## src/rtl/volt_scan_meter.sv

```systemverilog
// Multi-channel scanning voltmeter: drives the ADC clock and mux select, averages
// each channel, converts to signed millivolts and keeps live and peak results.
module volt_scan_meter #(
  parameter int AD_WIDTH = 8,
  parameter int CH_NUM   = 4,
  parameter int AVG_LOG2 = 2,
  parameter int DISCARD  = 1,
  parameter int DIV_HALF = 1,
  parameter int FS_MV    = 5000,
  localparam int CH_W    = (CH_NUM > 1) ? $clog2(CH_NUM) : 1
) (
  input  logic                sys_clk,
  input  logic                sys_rst,
  input  logic [AD_WIDTH-1:0] ad_data,
  input  logic                mode,
  input  logic                hold_clr,
  input  logic [CH_W-1:0]     disp_ch,
  output logic                ad_clk,
  output logic [CH_W-1:0]     ad_ch,
  output logic                volt_valid,
  output logic [CH_W-1:0]     res_ch,
  output logic [19:0]         res_data,
  output logic                res_sign,
  output logic [19:0]         disp_data,
  output logic                disp_sign
);

  localparam int NAVG   = 1 << AVG_LOG2;
  localparam int ACC_W  = AD_WIDTH + AVG_LOG2;
  localparam int DIV_W  = $clog2(2 * DIV_HALF);
  localparam int CNT_W  = 7;
  localparam int PROD_W = AD_WIDTH + 17;
  localparam int CH_SZ  = 1 << CH_W;

  localparam logic [AD_WIDTH-1:0] MID       = {1'b1, {(AD_WIDTH-1){1'b0}}};
  localparam logic [DIV_W-1:0]    DIV_LAST  = DIV_W'(2 * DIV_HALF - 1);
  localparam logic [DIV_W-1:0]    DIV_ON    = DIV_W'(DIV_HALF);
  localparam logic [CNT_W-1:0]    AVG_LAST  = CNT_W'(NAVG - 1);
  localparam logic [CNT_W-1:0]    DISC_LAST = CNT_W'((DISCARD > 0) ? DISCARD - 1 : 0);
  localparam logic [CH_W-1:0]     CH_LAST   = CH_W'(CH_NUM - 1);
  localparam logic                NO_SETTLE = (DISCARD == 0);

  typedef enum logic [0:0] {SETTLE = 1'b0, ACCUM = 1'b1} state_t;

  logic [DIV_W-1:0]    div_cnt_r, div_nxt_s;
  logic                strobe_s, ad_clk_r;
  state_t              state_r;
  logic [CNT_W-1:0]    cnt_r;
  logic [ACC_W-1:0]    acc_r, acc_sum_s;
  logic [CH_W-1:0]     ad_ch_r;
  logic                take_s, last_s;
  logic [AD_WIDTH-1:0] avg_s, calc_avg_r;
  logic [CH_W-1:0]     calc_ch_r;
  logic                calc_vld_r;

  logic                s1_sign_s;
  logic [AD_WIDTH-1:0] s1_mag_s;
  logic [PROD_W-1:0]   s1_prod_s;
  logic [19:0]         s1_mv_s;
  logic                s1_vld_r, s1_sign_r;
  logic [19:0]         s1_mv_r;
  logic [CH_W-1:0]     s1_ch_r;

  logic [CH_SZ-1:0][20:0] live_r, peak_r;
  logic [20:0]         pk_base_s, pk_new_s, live_new_s, res_sel_s, disp_sel_s;
  logic                volt_valid_r, res_sign_r, disp_sign_r;
  logic [CH_W-1:0]     res_ch_r;
  logic [19:0]         res_data_r, disp_data_r;

  // Sample-clock divider next state and strobe decode
  always_comb begin
    strobe_s = (div_cnt_r == DIV_LAST);
    if (strobe_s) begin
      div_nxt_s = {DIV_W{1'b0}};
    end else begin
      div_nxt_s = div_cnt_r + DIV_W'(1);
    end
  end

  // Free-running divider and registered ADC clock
  always_ff @(posedge sys_clk or posedge sys_rst) begin
    if (sys_rst) begin
      div_cnt_r <= {DIV_W{1'b0}};
      ad_clk_r  <= 1'b0;
    end else begin
      div_cnt_r <= div_nxt_s;
      ad_clk_r  <= (div_nxt_s >= DIV_ON);
    end
  end

  // Accumulate decode; with no settling samples every strobe is an accumulate strobe
  always_comb begin
    acc_sum_s = acc_r + ACC_W'(ad_data);
    take_s    = strobe_s && ((state_r == ACCUM) || NO_SETTLE);
    last_s    = take_s && (cnt_r == AVG_LAST);
    avg_s     = AD_WIDTH'(acc_sum_s >> AVG_LOG2);
  end

  // Channel FSM: discard settling samples, accumulate, hand off average, advance mux
  always_ff @(posedge sys_clk or posedge sys_rst) begin
    if (sys_rst) begin
      state_r    <= SETTLE;
      cnt_r      <= {CNT_W{1'b0}};
      acc_r      <= {ACC_W{1'b0}};
      ad_ch_r    <= {CH_W{1'b0}};
      calc_avg_r <= {AD_WIDTH{1'b0}};
      calc_ch_r  <= {CH_W{1'b0}};
      calc_vld_r <= 1'b0;
    end else begin
      calc_vld_r <= 1'b0;
      if (take_s) begin
        if (last_s) begin
          calc_avg_r <= avg_s;
          calc_ch_r  <= ad_ch_r;
          calc_vld_r <= 1'b1;
          acc_r      <= {ACC_W{1'b0}};
          cnt_r      <= {CNT_W{1'b0}};
          ad_ch_r    <= (ad_ch_r == CH_LAST) ? {CH_W{1'b0}} : ad_ch_r + CH_W'(1);
          state_r    <= SETTLE;
        end else begin
          acc_r   <= acc_sum_s;
          cnt_r   <= cnt_r + CNT_W'(1);
          state_r <= ACCUM;
        end
      end else if (strobe_s) begin
        if (cnt_r == DISC_LAST) begin
          cnt_r   <= {CNT_W{1'b0}};
          state_r <= ACCUM;
        end else begin
          cnt_r <= cnt_r + CNT_W'(1);
        end
      end
    end
  end

  // Offset-binary to signed magnitude and scaling to millivolts
  always_comb begin
    s1_sign_s = (calc_avg_r < MID);
    if (s1_sign_s) begin
      s1_mag_s = MID - calc_avg_r;
    end else begin
      s1_mag_s = calc_avg_r - MID;
    end
    s1_prod_s = PROD_W'(s1_mag_s) * PROD_W'(FS_MV);
    s1_mv_s   = 20'(s1_prod_s >> (AD_WIDTH - 1));
  end

  // Conversion pipeline stage 1
  always_ff @(posedge sys_clk or posedge sys_rst) begin
    if (sys_rst) begin
      s1_vld_r  <= 1'b0;
      s1_sign_r <= 1'b0;
      s1_mv_r   <= 20'd0;
      s1_ch_r   <= {CH_W{1'b0}};
    end else begin
      s1_vld_r  <= calc_vld_r;
      s1_sign_r <= s1_sign_s;
      s1_mv_r   <= s1_mv_s;
      s1_ch_r   <= calc_ch_r;
    end
  end

  // Peak update compares against zero when a clear lands in the same cycle
  always_comb begin
    live_new_s = {s1_sign_r, s1_mv_r};
    if (hold_clr) begin
      pk_base_s = 21'd0;
    end else begin
      pk_base_s = peak_r[s1_ch_r];
    end
    if (s1_mv_r > pk_base_s[19:0]) begin
      pk_new_s = live_new_s;
    end else begin
      pk_new_s = pk_base_s;
    end
    if (mode) begin
      res_sel_s  = pk_new_s;
      disp_sel_s = peak_r[disp_ch];
    end else begin
      res_sel_s  = live_new_s;
      disp_sel_s = live_r[disp_ch];
    end
  end

  // Stage 2: result registers, live/peak store and result outputs
  always_ff @(posedge sys_clk or posedge sys_rst) begin
    if (sys_rst) begin
      live_r       <= {(CH_SZ*21){1'b0}};
      peak_r       <= {(CH_SZ*21){1'b0}};
      volt_valid_r <= 1'b0;
      res_ch_r     <= {CH_W{1'b0}};
      res_data_r   <= 20'd0;
      res_sign_r   <= 1'b0;
    end else begin
      volt_valid_r <= s1_vld_r;
      if (hold_clr) begin
        peak_r <= {(CH_SZ*21){1'b0}};
      end
      if (s1_vld_r) begin
        live_r[s1_ch_r] <= live_new_s;
        peak_r[s1_ch_r] <= pk_new_s;
        res_ch_r        <= s1_ch_r;
        res_data_r      <= res_sel_s[19:0];
        res_sign_r      <= res_sel_s[20];
      end
    end
  end

  // Display port register
  always_ff @(posedge sys_clk or posedge sys_rst) begin
    if (sys_rst) begin
      disp_data_r <= 20'd0;
      disp_sign_r <= 1'b0;
    end else begin
      disp_data_r <= disp_sel_s[19:0];
      disp_sign_r <= disp_sel_s[20];
    end
  end

  assign ad_clk     = ad_clk_r;
  assign ad_ch      = ad_ch_r;
  assign volt_valid = volt_valid_r;
  assign res_ch     = res_ch_r;
  assign res_data   = res_data_r;
  assign res_sign   = res_sign_r;
  assign disp_data  = disp_data_r;
  assign disp_sign  = disp_sign_r;

endmodule

```

## config.mk

```make
export PLATFORM = sky130hd
export DESIGN_NAME = volt_scan_meter
export DESIGN_NICKNAME = d
export VERILOG_FILES = /design/src/rtl/volt_scan_meter.sv
export SDC_FILE = /design/constraint.sdc
export NUM_CORES = 1
export LEC_CHECK = 0
export ABC_AREA = 0
export CORE_MARGIN = 2
export CORE_UTILIZATION = 60
export CTS_BUF_LIST = sky130_fd_sc_hd__clkbuf_16
export DETAILED_ROUTE_END_ITERATION = 8
export HOLD_SLACK_MARGIN = 0.15
export PLACE_DENSITY_LB_ADDON = 0.05
export SYNTH_ARGS = -nofsm -noshare
export SYNTH_HDL_FRONTEND = slang
export SYNTH_SLANG_ARGS = --single-unit
```

## constraint.sdc

```tcl
create_clock -name sys_clk -period 10.4 [get_ports sys_clk]
set_input_delay 1.56 -clock sys_clk [delete_from_list [all_inputs] [get_ports sys_clk]]
set_output_delay 1.56 -clock sys_clk [all_outputs]
set_load 0.02 [all_outputs]
```

==> flow_summary.yaml, run 1 <==
run_status:
  status: "finished clean"
sta:
  setup_ws_ns: 5.695
  relSlewSlack_pct: 27.18
  final_hold_viol_count: 0
  worst_pin_slew_ns: 1.088
  setup_viol: 0
  slew_violations: 0
  min_period_ns: 4.705
  setup_tns_ns: 0
  fmax_mhz: 212.5
  fin_skew_ns: 0.01517
  period_share_pct: 45.24
  hold_ws_ns: 0.3501
  grt_setup_unrepaired: "false"
setup_path:
  slowest_stage: "fa_1"
  crit_arrival_ns: 5.16
  crit_required_ns: 10.85
  path_cells: "inv_1 -> ha_1 -> a31oi_1 -> xor2_1 -> inv_1 -> fa_1 -> fa_1 -> inv_1 -> ha_1 -> inv_1 -> fa_1 -> inv_1 -> ha_1 -> nand2_1 -> o211ai_1 -> a31o_2 -> a21oi_1 -> xnor2_1"
  setup.worst_path.start_class: "register"
  cp_common_cell: "inv_1"
  end_kind: "register"
  crit_type: "register to register"
  crit_fanout: 6
  max_stage_delay_ns: 0.53
logic_synthesis:
  synth_top_cell_by_area: "dfrtp_1"
  synth_area_leaders: "dfrtp_1, mux4_2, nand2_1"
  yosysTopAreaCellShare_pct: 44.71
  synthCells: 1270
  syn-num-nets: 1363
  synth_edf_count: 0
  synthArstFlopShare_pct: 100.0
  mappedNetlistArea_mm2: 0.01338
  synth_cell_types: 63
  yosys_warnings: 0
  seq_area_frac_synth_pct: 44.71
  synth-seq-cells: 239
  synth_ff_type: "dfrtp_1"
  avgSynthCellArea_um2: 10.53
routing:
  drt_wl_total_um: 32810
  num_vias: 9792
  firstDrtPassIters: 5
  wl_per_cell_um: 20.75
  final_antenna_net_count: 0
  via_per_inst: 6.194
  drt_iter0_drc: 791
  drcViolationCount: 0
final_layout:
  fin_nets: 1375
  final_area_mm2: 0.01496
  mostFrequentLayoutCells: "nand2_1, dfrtp_1, inv_1"
  layout_commonest_cell: "nand2_1"
  instances_no_fill: 1581
  seqCellArea_mm2: 0.005981
  drive_gt1_share_pct: 10.30
  num_antenna_cells: 0
  n_fill_cell: 1603
  multiInputGateArea_mm2: 0.006715
  area_growth_syn_to_layout_pct: 11.84
global_routing:
  grt_overflow_total: 0
  grt_pass1_wl_um: 53830
  grt_pass1_vias: 9975
  grt_max_degree: 97
  grt_usage_pct: 28.41
  antenna_found_initial: 0
floorplanning:
  die-area_mm2: 0.02350
  start_util_pct: 61.29
  coreArea_mm2: 0.02182
  die-height_um: 153.3
  die_w_um: 153.3
  rows: 54
  io_pins: 62
place:
  dp_hpwl_um: 20450
  portBuffers: 61
  globalplace.congestion: 0.8662
  dp.cells: 1533
  dp_slack_ns: 5.571
  placed_cell_area_mm2: 0.01405
clock_network:
  cts-root-buf: "clkbuf_16"
  cts_tree: "yes"
  insertion_delay_ns: 0.54
  clkTransAtPathRegs_ns: 0.05
  cts_resized: 0
  ctsHoldBuffers: 0
  cts.path.max_buffers: 3
  cts_buffers: 27
  cts_setup_buffers: 0
  cts_sinks: 239
  cts-htree-levels: 1
worst_hold_path:
  hold_path.class: "register to register"
power:
  leakagePower_nw: 6.935
  cellPowerDensity_mw_per_mm2: 364.4
  peakVddDrop_v: 0.001112
run:
  max-cap-violations: 0
## synth_stat cells (13+ instances only)
library cell	number
and2_1	63
mux4_2	55
nor3b_1	61
xnor2_1	19
a221o_1	60
ha_1	66
a21oi_1	15
nor2_1	32
buf_2	18
nand2b_1	13
nand2_1	266
dfrtp_1	239
o221ai_1	15
nor3_1	15
nor2b_1	26
o211ai_1	19
fa_1	13
o21ai_0	22
inv_1	71
clkbuf_1	64
## layer usage
metal | GRT usage (%) | up-vias | share of wire (%)
met5 | 0 | - | 0
met1 | 39.19 | 4900 | 42
met2 | 46.45 | 367 | 48
met4 | 7.937 | 0 | 3.0
met3 | 5.529 | 63 | 7.4
li1 | - | 4462 | -
## stage by stage
stage | util (%) | total power (W)
final | 68.55 | 0.005451
after CTS | 68.55 | 0.005503
after floorplan | - | 0.003802
after global placement | 64.38 | 0.004415
after detailed placement | 64.38 | 0.004496
after global routing | 68.55 | 0.006021
## final cells by class
| type | instances | share of cell area, % |
|---|---|---|
| Inverter | 72 | 1.857 |
| Clock inverter | 21 | 1.564 |
| Multi-Input combinational cell | 864 | 44.89 |
| Sequential cell | 239 | 39.98 |
| Tap cell | 280 | 2.342 |
| Clock buffer | 27 | 4.517 |
| Timing Repair Buffer | 78 | 4.851 |
## kinds of logic (layout without fill, tap and decap cells)
logic type | Yosys count | in the layout | share of synthesized area, %
multiplexers | 67 | 67 | 10.24
buffers and inverters | 167 | 198 | 5.220
adder cells (fa/ha/maj) | 79 | 79 | 8.120
AND/OR/NAND/NOR | 511 | 511 | 19.16
AO/OA/AOI/OAI | 178 | 178 | 10.65
flip-flops | 239 | 239 | 44.71
XOR/XNOR | 29 | 29 | 1.899
## path summary, 6_finish.rpt
| kind | from | endpoint | slack (ns) | cells after the start |
|---|---|---|---|---|
| min in group asynchronous | sys_rst | peak_r[17] | 1.53 | 2 |
| worst min-delay path | calc_vld_r | s1_vld_r | 0.35 | 0 |
| worst min register to register | calc_vld_r | s1_vld_r | 0.35 | 0 |
| worst max register to register | calc_avg_r[0] | s1_mv_r[12] | 5.70 | 18 |
| max in group asynchronous | sys_rst | live_r[27] | 7.44 | 3 |
| worst max-delay path | calc_avg_r[0] | s1_mv_r[12] | 5.70 | 18 |
## registers in the layout (all words and copies together) (netlist names), 2 cells and up
register,flops
res_ch,2
cnt_r,7
s1_mv_r,14
acc_r,10
calc_avg_r,8
res_data,20
peak_r,84
calc_ch_r,2
live_r,60
s1_ch_r,2
disp_data,20
ad_ch,2
## critical path: cells and delay by family, from the launching register on
kind | cells | cell delay (ns)
AOI/OAI and AO/OA | 4 | 0.76
buffers and inverters | 5 | 0.39
adders and majority gates | 6 | 2.39
and+or+nand+nor | 1 | 0.11
DFF | 1 | 0.44
xor gates and xnor gates | 2 | 0.54
## power by group
| group | total, W | switching (W) | internal, W |
|---|---|---|---|
| Sequential | 0.00140 | 0.000209 | 0.00119 |
| Clock | 0.000983 | 0.000388 | 0.000595 |
| Combinational | 0.00307 | 0.00171 | 0.00135 |
| Total | 0.00545 | 0.00231 | 0.00314 |
No activity file was read; power rests on OpenSTA's default activity.
==> inputs of run 2 (changes only) <==
--- a/config.mk
+++ b/config.mk
@@ -7,7 +7,7 @@
 export LEC_CHECK = 0
 export ABC_AREA = 0
 export CORE_MARGIN = 2
-export CORE_UTILIZATION = 60
+export CORE_UTILIZATION = 55
 export CTS_BUF_LIST = sky130_fd_sc_hd__clkbuf_16
 export DETAILED_ROUTE_END_ITERATION = 8
 export HOLD_SLACK_MARGIN = 0.15
==> constraint.sdc (replaced) <==
create_clock -name sys_clk -period 3.9 [get_ports sys_clk]
set_input_delay 0.585 -clock sys_clk [delete_from_list [all_inputs] [get_ports sys_clk]]
set_output_delay 0.585 -clock sys_clk [all_outputs]
set_load 0.02 [all_outputs]
==> run 2 against run 1 <==
The flow now finishes with violations (setup timing). Core utilization shrank 3.0 points. Clock-buffer cell count is the same. Sequential cell count stayed put. Critical path depth unchanged. Sequential power rose to 2.6 times the previous value. Critical endpoint unchanged. Die area increased by 8.9%. Largest power group unchanged. Sequential share of layout area down 2.1 points. First-iteration DRC count grew 15%. Via count grew 1.1%. Combinational power grew to 3.6 times the previous value.
==> flow_summary.yaml, run 2 (synthesis results as in run 1) <==
setup_path:
  crit_fanout: 3
  crit_arrival_ns: 4.48
  setup.worst_path.start_class: "register"
  slowest_stage: "fa_1"
  cp-endpoint: "s1_mv_r[12]"
  path_cells: "nor3_2 -> buf_4 -> a21oi_4 -> xnor2_2 -> buf_4 -> fa_1 -> fa_1 -> inv_1 -> ha_1 -> inv_1 -> fa_1 -> inv_2 -> ha_4 -> nand2_2 -> o211ai_1 -> a31o_2 -> a21oi_2 -> xnor2_1"
  reg2reg_depth: 18
  worstSetupStartpoint: "calc_avg_r[2]"
  crit_required_ns: 4.32
  r2r_start: "calc_avg_r[2]"
  max_stage_delay_ns: 0.51
  crit_type: "register to register"
  rr_endpoint: "s1_mv_r[12]"
  r2r_slack_ns: -0.16
  end_kind: "register"
  cp_common_cell: "fa_1"
power:
  leakagePower_nw: 7.329
  peakVddDrop_v: 0.004484
  cellPowerDensity_mw_per_mm2: 1110
floorplanning:
  rows: 57
  start_util_pct: 55.49
  die-area_mm2: 0.02558
  io_pins: 62
  coreArea_mm2: 0.02411
  die_w_um: 159.9
  die-height_um: 159.9
sta:
  relSlewSlack_pct: 18.25
  worst_pin_slew_ns: 1.226
  setup_ws_ns: -0.1591
  grt_setup_unrepaired: "true"
  hold_ws_ns: 0.3663
  setup_viol: 5
  slew_violations: 0
  final_hold_viol_count: 0
  min_period_ns: 4.059
  fin_skew_ns: 0.02277
  period_share_pct: 104.1
  fmax_mhz: 246.4
clock_network:
  cts_sinks: 239
  cts_buffers: 27
  insertion_delay_ns: 0.55
  cts.path.max_buffers: 3
  cts_tree: "yes"
  cts-root-buf: "clkbuf_16"
  clkTransAtPathRegs_ns: 0.06
  ctsHoldBuffers: 0
  cts-htree-levels: 1
run_status:
  status: "complete, but fails checks"
  violations: "setup timing"
global_routing:
  grt_max_degree: 66
  grt_usage_pct: 27.13
  antenna_found_initial: 0
  grt_pass1_vias: 10241
  grt_pass1_wl_um: 55300
  grt_overflow_total: 0
final_layout:
  largest_register_ffs: 84
  top_regs: "peak_r x84, live_r x60"
  mostFrequentLayoutCells: "nand2_1, dfrtp_1, inv_1"
  n_fill_cell: 1962
  layout_commonest_cell: "nand2_1"
  area_growth_syn_to_layout_pct: 18.20
  multiInputGateArea_mm2: 0.006909
  regMostFlops: "peak_r"
  drive_gt1_share_pct: 16.84
  fin_nets: 1432
  final_area_mm2: 0.01581
  seqCellArea_mm2: 0.005984
  num_antenna_cells: 0
routing:
  final_antenna_net_count: 0
  wl_per_cell_um: 20.11
  drcViolationCount: 0
  drt_wl_total_um: 33870
  via_per_inst: 5.876
  firstDrtPassIters: 6
  drt_iter0_drc: 910
  num_vias: 9896
place:
  portBuffers: 61
  dp_hpwl_um: 21920
  placed_cell_area_mm2: 0.01467
  globalplace.congestion: 0.8360
worst_hold_path:
  hold_start: "calc_vld_r"
  hold_path.class: "register to register"
run:
  max-cap-violations: 0
[run 2: worst min path at each step]
stage,cells past startpoint,endpoint,slack [ns]
3_3_place_gp,0,s1_vld_r,0.33
6_report,0,s1_vld_r,0.37
5_1_grt,0,s1_vld_r,0.37
3_5_place_dp,0,s1_vld_r,0.35
4_1_cts,0,s1_vld_r,0.37
2_1_floorplan,0,s1_vld_r,0.33
[run 2: metrics by stage]
| step | cells | util (%) | setup TNS (ns) | total power, W | setup slack, ns |
|---|---|---|---|---|---|
| after floorplan | 1270 | - | -0.7592 | 0.01104 | -0.2772 |
| after global placement | 1626 | 60.84 | -0.6168 | 0.01404 | -0.1709 |
| after detailed placement | 1626 | 60.84 | -0.8270 | 0.01432 | -0.2238 |
| after CTS | 1680 | 65.16 | -0.4578 | 0.01741 | -0.1250 |
| after global routing | 1684 | 65.59 | -1.636 | 0.01914 | -0.3576 |
| final | 1684 | 65.59 | -0.5416 | 0.01755 | -0.1591 |
[run 2: power by group]
group	switching (W)	leakage (nW)	total, W	internal (W)
clock network	0.00105	0.498	0.00278	0.00173
registers	0.000506	3.05	0.00370	0.00319
logic	0.00562	3.78	0.0111	0.00546
total	0.00717	7.33	0.0175	0.0104
[run 2: final cells by class]
type / count / share of cell area [%]
sequential: 239 / 37.85
clock buffer: 27 / 4.273
tap: 324 / 2.564
timing repair buffer: 135 / 7.961
clock inverter: 23 / 1.899
multi-input combinational: 864 / 43.70
inverter: 72 / 1.749
[run 2: worst max-delay path, delay by kind of cell (launching register included)]
kind	cells	cell delay (ns)
fa+ha+maj	5	2.03
simple gates	2	0.31
xor+xnor	2	0.26
flops	1	0.40
buf+inv	5	0.47
compound gates	4	0.50
[run 2: what timing repair did]
action                     CTS  global route
gates cloned                 0             1
pin swaps                    6             8
setup endpoints to repair    7             8
hold endpoints to repair     0             0
resized for setup            7            17
setup buffers                4             3
[run 2: routing by layer]
layer | share of wire [%] | GRT usage, %
met1 | 43 | 37.67
met2 | 48 | 45.30
met3 | 7.1 | 4.208
met4 | 2.0 | 6.716
met5 | 0 | 0
==> inputs of run 3 (changes only) <==
--- a/config.mk
+++ b/config.mk
@@ -12,6 +12,7 @@
 export DETAILED_ROUTE_END_ITERATION = 8
 export HOLD_SLACK_MARGIN = 0.15
 export PLACE_DENSITY_LB_ADDON = 0.05
+export SETUP_SLACK_MARGIN = 0.15
 export SYNTH_ARGS = -nofsm -noshare
 export SYNTH_HDL_FRONTEND = slang
 export SYNTH_SLANG_ARGS = --single-unit
==> run 3 against run 2 <==
The run still ends with setup timing left. First-iteration DRC count shrank 3.2%. Sequential cell count is the same. Fmax grew 0.79%. Clock skew grew 0.0019 ns. Critical path type unchanged. Largest cell class unchanged.
==> flow_summary.yaml, run 3 (synthesis results as in run 1) <==
sta:
  min_period_ns: 4.027
  worst_pin_slew_ns: 1.216
  fin_skew_ns: 0.02466
  setup_tns_ns: -0.4456
  setup_ws_ns: -0.1271
  setup_viol: 4
  fmax_mhz: 248.3
  final_hold_viol_count: 0
  grt_setup_unrepaired: "true"
  relSlewSlack_pct: 18.95
  period_share_pct: 103.3
  slew_violations: 0
floorplanning:
  rows: 57
  start_util_pct: 55.49
  coreArea_mm2: 0.02411
  io_pins: 62
  die-height_um: 159.9
  die-area_mm2: 0.02558
  die_w_um: 159.9
clock_network:
  cts.path.max_buffers: 3
  ctsHoldBuffers: 0
  cts_sinks: 239
  clkTransAtPathRegs_ns: 0.06
  cts_tree: "yes"
  cts-htree-levels: 1
  cts-root-buf: "clkbuf_16"
  insertion_delay_ns: 0.55
  cts_buffers: 27
final_layout:
  fin_nets: 1443
  num_antenna_cells: 0
  layout_commonest_cell: "nand2_1"
  drive_gt1_share_pct: 17.36
  area_growth_syn_to_layout_pct: 18.79
  regMostFlops: "peak_r"
  instances_no_fill: 1695
  mostFrequentLayoutCells: "nand2_1, dfrtp_1, buf_4"
  final_util_pct: 65.91
  top_regs: "peak_r x84, live_r x60"
  largest_register_ffs: 84
setup_path:
  max_stage_delay_ns: 0.51
  cp_common_cell: "fa_1"
  crit_type: "register to register"
  crit_required_ns: 4.32
  crit_fanout: 3
  path_depth: 18
  end_kind: "register"
  setup.worst_path.start_class: "register"
  path_cells: "nor3_2 -> buf_4 -> a21oi_4 -> xnor2_2 -> buf_4 -> fa_1 -> fa_1 -> inv_1 -> ha_1 -> inv_1 -> fa_1 -> inv_2 -> ha_4 -> nand2_2 -> o211ai_1 -> a31o_2 -> a21oi_2 -> xnor2_1"
  reg2reg_depth: 18
  r2r_slack_ns: -0.13
  crit_arrival_ns: 4.45
  cp_top_family: "adder cells"
  crit_buf_inv: 5
  slowest_stage: "fa_1"
global_routing:
  antenna_found_initial: 0
  grt_max_degree: 66
  grt_usage_pct: 27.14
  grt_pass1_wl_um: 55320
  grt_pass1_vias: 10258
  grt_overflow_total: 0
routing:
  drcViolationCount: 0
  num_vias: 9944
  firstDrtPassIters: 7
  via_per_inst: 5.867
  drt_iter0_drc: 881
  final_antenna_net_count: 0
  wl_per_cell_um: 20.06
  drt_wl_total_um: 34000
power:
  finalPower_w: 0.01755
  peakVddDrop_v: 0.004618
  leakagePower_nw: 7.381
  cellPowerDensity_mw_per_mm2: 1105
run_status:
  status: "complete, but fails checks"
  violations: "setup timing"
worst_hold_path:
  min_path_cells: 0
  hold_path.class: "register to register"
place:
  globalplace.congestion: 0.8360
  dp.cells: 1626
  dp_hpwl_um: 21920
  dp_slack_ns: -0.2238
  portBuffers: 61
run:
  max-cap-violations: 0
[run 3: cell type report]
class / count / area (µm²)
Multi-Input combinational cell: 864 / 6908
Inverter: 72 / 274.0
Fill cell: 1953 / 8217
Clock inverter: 23 / 300.3
Sequential cell: 239 / 5984
Tap cell: 324 / 405.4
Timing Repair Buffer: 146 / 1341
Clock buffer: 27 / 675.6
[run 3: worst paths after layout]
path	from	endpoint
setup / recovery	calc_avg_r[2]	s1_mv_r[12]
hold / removal	calc_vld_r	s1_vld_r
setup reg to reg	calc_avg_r[2]	s1_mv_r[12]
hold reg to reg	calc_vld_r	s1_vld_r
max in group asynchronous	sys_rst	res_data[7]
min in group asynchronous	sys_rst	peak_r[36]
[run 3: timing repair]
| action | 4_1_cts | 5_1_grt |
|---|---|---|
| gates cloned | 0 | 1 |
| pin swaps | 10 | 13 |
| hold endpoints to repair | 0 | 0 |
| setup buffers | 5 | 13 |
| endpoints found under the setup margin | 8 | 68 |
| gates resized for setup | 10 | 11 |
[run 3: per-layer routing]
| layer | part of all wire, % | vias to the layer above | GRT usage, % |
|---|---|---|---|
| met3 | 7.0 | 51 | 4.234 |
| met5 | 0 | - | 0 |
| met2 | 48 | 355 | 45.36 |
| li1 | - | 4613 | - |
| met1 | 43 | 4925 | 37.63 |
| met4 | 1.9 | 0 | 6.757 |
[run 3: report_power, final]
group	total (W)	switching [W]	internal [W]
sequential	0.00370	0.000506	0.00319
clock	0.00278	0.00105	0.00173
combinational	0.0111	0.00560	0.00547
total	0.0176	0.00716	0.0104
[run 3: stage by stage]
step	cell area (µm²)	hold slack [ns]
finish	15890	0.3663
global route	15890	0.3750
CTS	15720	0.3709
detailed placement	14670	0.3511
global placement	14670	0.3330
floorplan	13490	0.3312
